--- config.mk ---
export PLATFORM = sky130hd
export DESIGN_NAME = operand_serializer
export DESIGN_NICKNAME = d
export VERILOG_FILES = /design/src/rtl/serial_pkg.sv /design/src/rtl/piso_shift_reg.sv /design/src/rtl/operand_serializer.sv
export SDC_FILE = /design/constraint.sdc
export NUM_CORES = 1
export LEC_CHECK = 0
export BUFFER_PORTS_ARGS = -buffer_cell sky130_fd_sc_hd__buf_2
export CORE_ASPECT_RATIO = 0.6
export CORE_MARGIN = 2
export CORE_UTILIZATION = 52
export CTS_CLUSTER_DIAMETER = 80
export DETAILED_ROUTE_END_ITERATION = 12
export PLACE_DENSITY = 0.79
export SLEW_MARGIN = 0
export SYNTH_ARGS = -nofsm -noshare
export SYNTH_HDL_FRONTEND = slang
export SYNTH_SLANG_ARGS = --single-unit
--- constraint.sdc ---
create_clock -name clk -period 1.65 [get_ports clk]
set_clock_uncertainty 0.05 [all_clocks]
set_input_delay 0.165 -clock clk [delete_from_list [all_inputs] [get_ports clk]]
set_output_delay 0.165 -clock clk [all_outputs]
set_load 0.1 [all_outputs]
--- src/rtl/serial_pkg.sv ---
// Shared definitions for the bit-serial adder datapath.
// Contents:
//   ser_state_t - serializer FSM state encoding
//   cnt_width() - bit-index counter width for a frame of width+flush_bits
//                 bits; the downstream sum collector uses the same helper.
package serial_pkg;

    typedef enum logic [1:0] {
        IDLE  = 2'd0,
        SHIFT = 2'd1,
        FLUSH = 2'd2
    } ser_state_t;

    // Wide enough to hold every bit index 0..width+flush_bits-1.
    function automatic int unsigned cnt_width(input int unsigned width,
                                              input int unsigned flush_bits);
        return $clog2(width + flush_bits + 1);
    endfunction

endpackage

--- src/rtl/piso_shift_reg.sv ---
// Parallel-in serial-out shift register, LSB first, zero fill.
// Ports:
//   clk, rst - clock, synchronous active-high reset
//   load     - capture d (has priority over shift)
//   shift    - shift right by one, zero into the MSB
//   d        - parallel load data
//   q_lsb    - current LSB, taken straight from the register
module piso_shift_reg #(
    parameter int unsigned WIDTH = 8
) (
    input  logic             clk,
    input  logic             rst,
    input  logic             load,
    input  logic             shift,
    input  logic [WIDTH-1:0] d,
    output logic             q_lsb
);

    logic [WIDTH-1:0] r_sreg;

    // Zero fill means the register drains to 0 once all bits have left,
    // so q_lsb is naturally 0 during flush and idle.
    always_ff @(posedge clk) begin
        if (rst) begin
            r_sreg <= '0;
        end else if (load) begin
            r_sreg <= d;
        end else if (shift) begin
            r_sreg <= r_sreg >> 1;
        end
    end

    assign q_lsb = r_sreg[0];

endmodule

--- src/rtl/operand_serializer.sv ---
// Operand serializer feeding a bit-serial adder.
// Accepts an operand pair over valid/ready and streams it LSB first, one
// bit pair per clock, followed by FLUSH_BITS zero pairs so the adder's
// final carry is emitted and cleared before the next frame.
// Ports:
//   clk, rst            - clock, synchronous active-high reset
//   in_valid, in_ready  - operand handshake (in_ready is combinational)
//   a_in, b_in          - parallel operands
//   out_seq1, out_seq2  - serial bits of A and B (0 during flush/idle)
//   bit_valid           - a frame bit is on out_seq1/out_seq2
//   first_bit, last_bit - frame markers for the downstream collector
//   busy                - a frame is in progress
module operand_serializer
    import serial_pkg::*;
#(
    parameter int unsigned WIDTH      = 8,
    parameter int unsigned FLUSH_BITS = 1
) (
    input  logic             clk,
    input  logic             rst,
    input  logic             in_valid,
    output logic             in_ready,
    input  logic [WIDTH-1:0] a_in,
    input  logic [WIDTH-1:0] b_in,
    output logic             out_seq1,
    output logic             out_seq2,
    output logic             bit_valid,
    output logic             first_bit,
    output logic             last_bit,
    output logic             busy
);

    localparam int unsigned CW        = cnt_width(WIDTH, FLUSH_BITS);
    localparam int unsigned FRAME_LEN = WIDTH + FLUSH_BITS;
    localparam logic [CW-1:0] LAST_IDX  = CW'(FRAME_LEN - 1);
    localparam logic [CW-1:0] WIDTH_IDX = CW'(WIDTH);

    ser_state_t    r_state;
    logic [CW-1:0] r_cnt;
    logic          r_bit_valid;
    logic          r_first_bit;
    logic          r_last_bit;
    logic          r_busy;

    logic          w_accept;
    logic [CW-1:0] w_next_cnt;
    logic          w_a_lsb;
    logic          w_b_lsb;

    // A new pair may enter while idle or while the final frame bit is out.
    assign in_ready   = (r_state == IDLE) || r_last_bit;
    assign w_accept   = in_valid && in_ready;
    assign w_next_cnt = r_cnt + CW'(1);

    // The shift registers hold the bit currently on the outputs, so the
    // operand LSB appears in the cycle right after the accept edge.
    piso_shift_reg #(.WIDTH(WIDTH)) u_sreg_a (
        .clk   (clk),
        .rst   (rst),
        .load  (w_accept),
        .shift (r_busy),
        .d     (a_in),
        .q_lsb (w_a_lsb)
    );

    piso_shift_reg #(.WIDTH(WIDTH)) u_sreg_b (
        .clk   (clk),
        .rst   (rst),
        .load  (w_accept),
        .shift (r_busy),
        .d     (b_in),
        .q_lsb (w_b_lsb)
    );

    // FSM: r_state/r_cnt describe the bit currently presented.
    always_ff @(posedge clk) begin
        if (rst) begin
            r_state     <= IDLE;
            r_cnt       <= '0;
            r_bit_valid <= 1'b0;
            r_first_bit <= 1'b0;
            r_last_bit  <= 1'b0;
            r_busy      <= 1'b0;
        end else if (w_accept) begin
            r_state     <= SHIFT;
            r_cnt       <= '0;
            r_bit_valid <= 1'b1;
            r_first_bit <= 1'b1;
            r_last_bit  <= (LAST_IDX == CW'(0));
            r_busy      <= 1'b1;
        end else begin
            case (r_state)
                IDLE: begin
                    r_cnt       <= '0;
                    r_bit_valid <= 1'b0;
                    r_first_bit <= 1'b0;
                    r_last_bit  <= 1'b0;
                    r_busy      <= 1'b0;
                end
                SHIFT, FLUSH: begin
                    r_first_bit <= 1'b0;
                    if (r_last_bit) begin
                        r_state     <= IDLE;
                        r_cnt       <= '0;
                        r_bit_valid <= 1'b0;
                        r_last_bit  <= 1'b0;
                        r_busy      <= 1'b0;
                    end else begin
                        r_cnt      <= w_next_cnt;
                        r_state    <= (w_next_cnt < WIDTH_IDX) ? SHIFT : FLUSH;
                        r_last_bit <= (w_next_cnt == LAST_IDX);
                    end
                end
                default: begin
                    r_state     <= IDLE;
                    r_cnt       <= '0;
                    r_bit_valid <= 1'b0;
                    r_first_bit <= 1'b0;
                    r_last_bit  <= 1'b0;
                    r_busy      <= 1'b0;
                end
            endcase
        end
    end

    assign out_seq1  = w_a_lsb;
    assign out_seq2  = w_b_lsb;
    assign bit_valid = r_bit_valid;
    assign first_bit = r_first_bit;
    assign last_bit  = r_last_bit;
    assign busy      = r_busy;

endmodule

==> metrics <==
HP Start=b_in[7]; Hold Path Class=in -> reg; Max rail drop VDD=0.000779 V; top cells by area, synth=dfxtp_1 43%, a211oi_2 13%, mux2i_1 12%; status=finished, final reports clean; setup violators final=0; WL per Instance=12.4 um; Num CTS Buffers=3; Initial DRC Count=27; Mapped Cells=113; port buffer count=25; Final Hold Viols=0; Fill cells=182; clock tree buffer depth=2; CP arrival=1.32 ns; Synth area leader=dfxtp_1; Synth cell types=28; Worst Setup SP=r_state[0]$_SDFFE_PP0P_; synthesized area=1150 um^2; Avg Inst Size Synth=10.2 um^2; maximum clock rate=0.653 GHz; total grt overflow=0; maxcap violations=0; period utilization=92.9%; worst reg2reg path startpoint=r_state[1]$_SDFFE_PP0N_; unrepaired setup endpoints after global routing=no; root buffer cell=clkbuf_8; area grow syn2layout=18.0%; slowest CP cell=dfxtp_1; routed vias=838; Die Y=40.5 um; Max stage delay on crit path=0.34 ns; sequential-to-total area share from yosys stat=43.4%; vias per cell=5.02; worst path cell trace=inv_1 -> ha_2 -> or2_4 -> buf_12; Top Ports=26; critical path capture point type=output port; clock latency on the worst-skew pair=0.27 ns; Die Wd=64.8 um; initial antenna violation count=0; Synth Net Count=134; DRT antenna net count=0; pwr dens=1050 nW/um^2; fin crit period=1.53 ns; Max Fanout on Critical Path=7; die area=2620 um^2; DR DRC count=0; largest net degree at the start of global routing=23; EDFF count, synth=0; H-Tree Depth=1; Leakage=0.532 nW; gpl congestion=0.749; Synth Flop Type=dfxtp_1; Crit Path Class=reg -> out; first-pass GRT wire length=3280 um; share of layout cells above drive strength 1=37.2%; Post-CTS Repair Setup Buffers=0; overall power=0.00143 W; post-DP HPWL=1480 um; ys async rst share=0%; core footprint=2130 um^2; Pre-antenna DRT Iters=4; WP data required=1.43 ns; CP Launch Type=flip-flop; Commonest cells post-synth=25 x dfxtp_1, 18 x nor2_1, 14 x mux2i_1; Initial Utilization=54.1%; drt total wl=2070 um; vias in the first global route=734; Hold Slack=0.0889 ns; n_diodes=0; CTS tree=yes; flops & latches, synth=25; Slew Limit Fails=0; Final Util=63.8%; row cnt=13; Clk pin slew, worst setup/hold paths=0.09 ns; Syn. warnings=0; clock sinks=25; Slew @ Worst Pin=0.511 ns; top-count cell post-synth=dfxtp_1; total track usage=17.5%; fin nets=159; Synth top area share=43.4%; Max transition margin=65.9%
==> placed cells by master (no fill, tap or decap), drive strengths merged, types with 3 or more instances in the layout <==
| cell | synthesis | routed |
|---|---|---|
| a211oi | 14 | 14 |
| a21oi | 4 | 4 |
| buf | 7 | 28 |
| clkbuf | 1 | 3 |
| dfxtp | 25 | 25 |
| mux2i | 14 | 14 |
| nand2 | 7 | 7 |
| nand3b | 4 | 4 |
| nor2 | 18 | 18 |
==> sequential cells by signal, summed over array words and instances (netlist names) <==
register and flops:
r_cnt 4, first_bit 1, r_state 2, last_bit 1
u_sreg_a.r_sreg 8, u_sreg_b.r_sreg 8, busy 1
==> kinds of logic (layout without fill, tap and decap cells) <==
| logic type | after synthesis | in the layout | synth area share [%] |
|---|---|---|---|
| flops | 25 | 25 | 43.4 |
| buf+inv | 10 | 34 | 5.97 |
| compound gates | 23 | 23 | 19.4 |
| fa+ha+maj | 2 | 2 | 2.17 |
| mux | 14 | 14 | 12.2 |
| xor+xnor | 2 | 2 | 1.52 |
| simple gates | 37 | 37 | 15.3 |
==> per-stage QoR <==
stage,area [um^2],setup TNS [ns],worst slack (ns),std cells
final,1360,0,0.118,167
after global routing,1360,0,0.0595,167
after detailed placement,1290,0,0.167,163
after CTS,1350,0,0.0421,167
after global placement,1290,0,0.216,163
after floorplan,1150,-0.0961,-0.0961,113
==> power by group <==
part	switching [W]	leakage, nW	internal (W)
Sequential	0.0000296	0.207	0.000654
Combinational	0.000234	0.303	0.000140
Clock	0.000200	0.0217	0.000171
Total	0.000464	0.532	0.000965
==> worst paths after layout <==
kind / endpoint / slack, ns / depth (start not counted)
worst min-delay path: u_sreg_b.r_sreg[7]$_SDFFE_PP0P_ / 0.09 / 3
worst min register to register: r_cnt[0]$_SDFF_PP0_ / 0.43 / 1
worst max register to register: r_state[1]$_SDFFE_PP0N_ / 0.15 / 5
worst max-delay path: in_ready / 0.12 / 4
==> layer usage <==
layer / vias up / track usage, % / part of all wire [%]
met5: - / 0 / 0
met4: 0 / 7.98 / 1.0
met3: 2 / 7.02 / 6.4
met2: 17 / 26.0 / 42
met1: 375 / 22.6 / 51
li1: 444 / - / -
==> repair_timing <==
| item | 4_1_cts | 5_1_grt |
|---|---|---|
| hold buffers | 0 | 0 |
| setup endpoints to repair | 1 | 1 |
| gates resized for setup | 3 | 3 |
| gates cloned | 0 | 0 |
==> critical path, delay by kind of cell (launching register included) <==
kind | cells | cell delay [ns]
and+or+nand+nor | 1 | 0.28
buffers and inverters | 2 | 0.22
adders and majority gates | 1 | 0.22
DFF | 1 | 0.34
==> layout make-up <==
| class | count | area (um^2) | area share [%] |
|---|---|---|---|
| clock buffer | 3 | 41.3 | 3.04 |
| clock inverter | 1 | 7.51 | 0.552 |
| inverter | 2 | 7.51 | 0.552 |
| multi-input combinational | 78 | 588 | 43.2 |
| sequential | 25 | 503 | 37.0 |
| tap | 30 | 37.5 | 2.76 |
| timing repair buffer | 28 | 175 | 12.9 |
(Power assumes the default switching activity.)
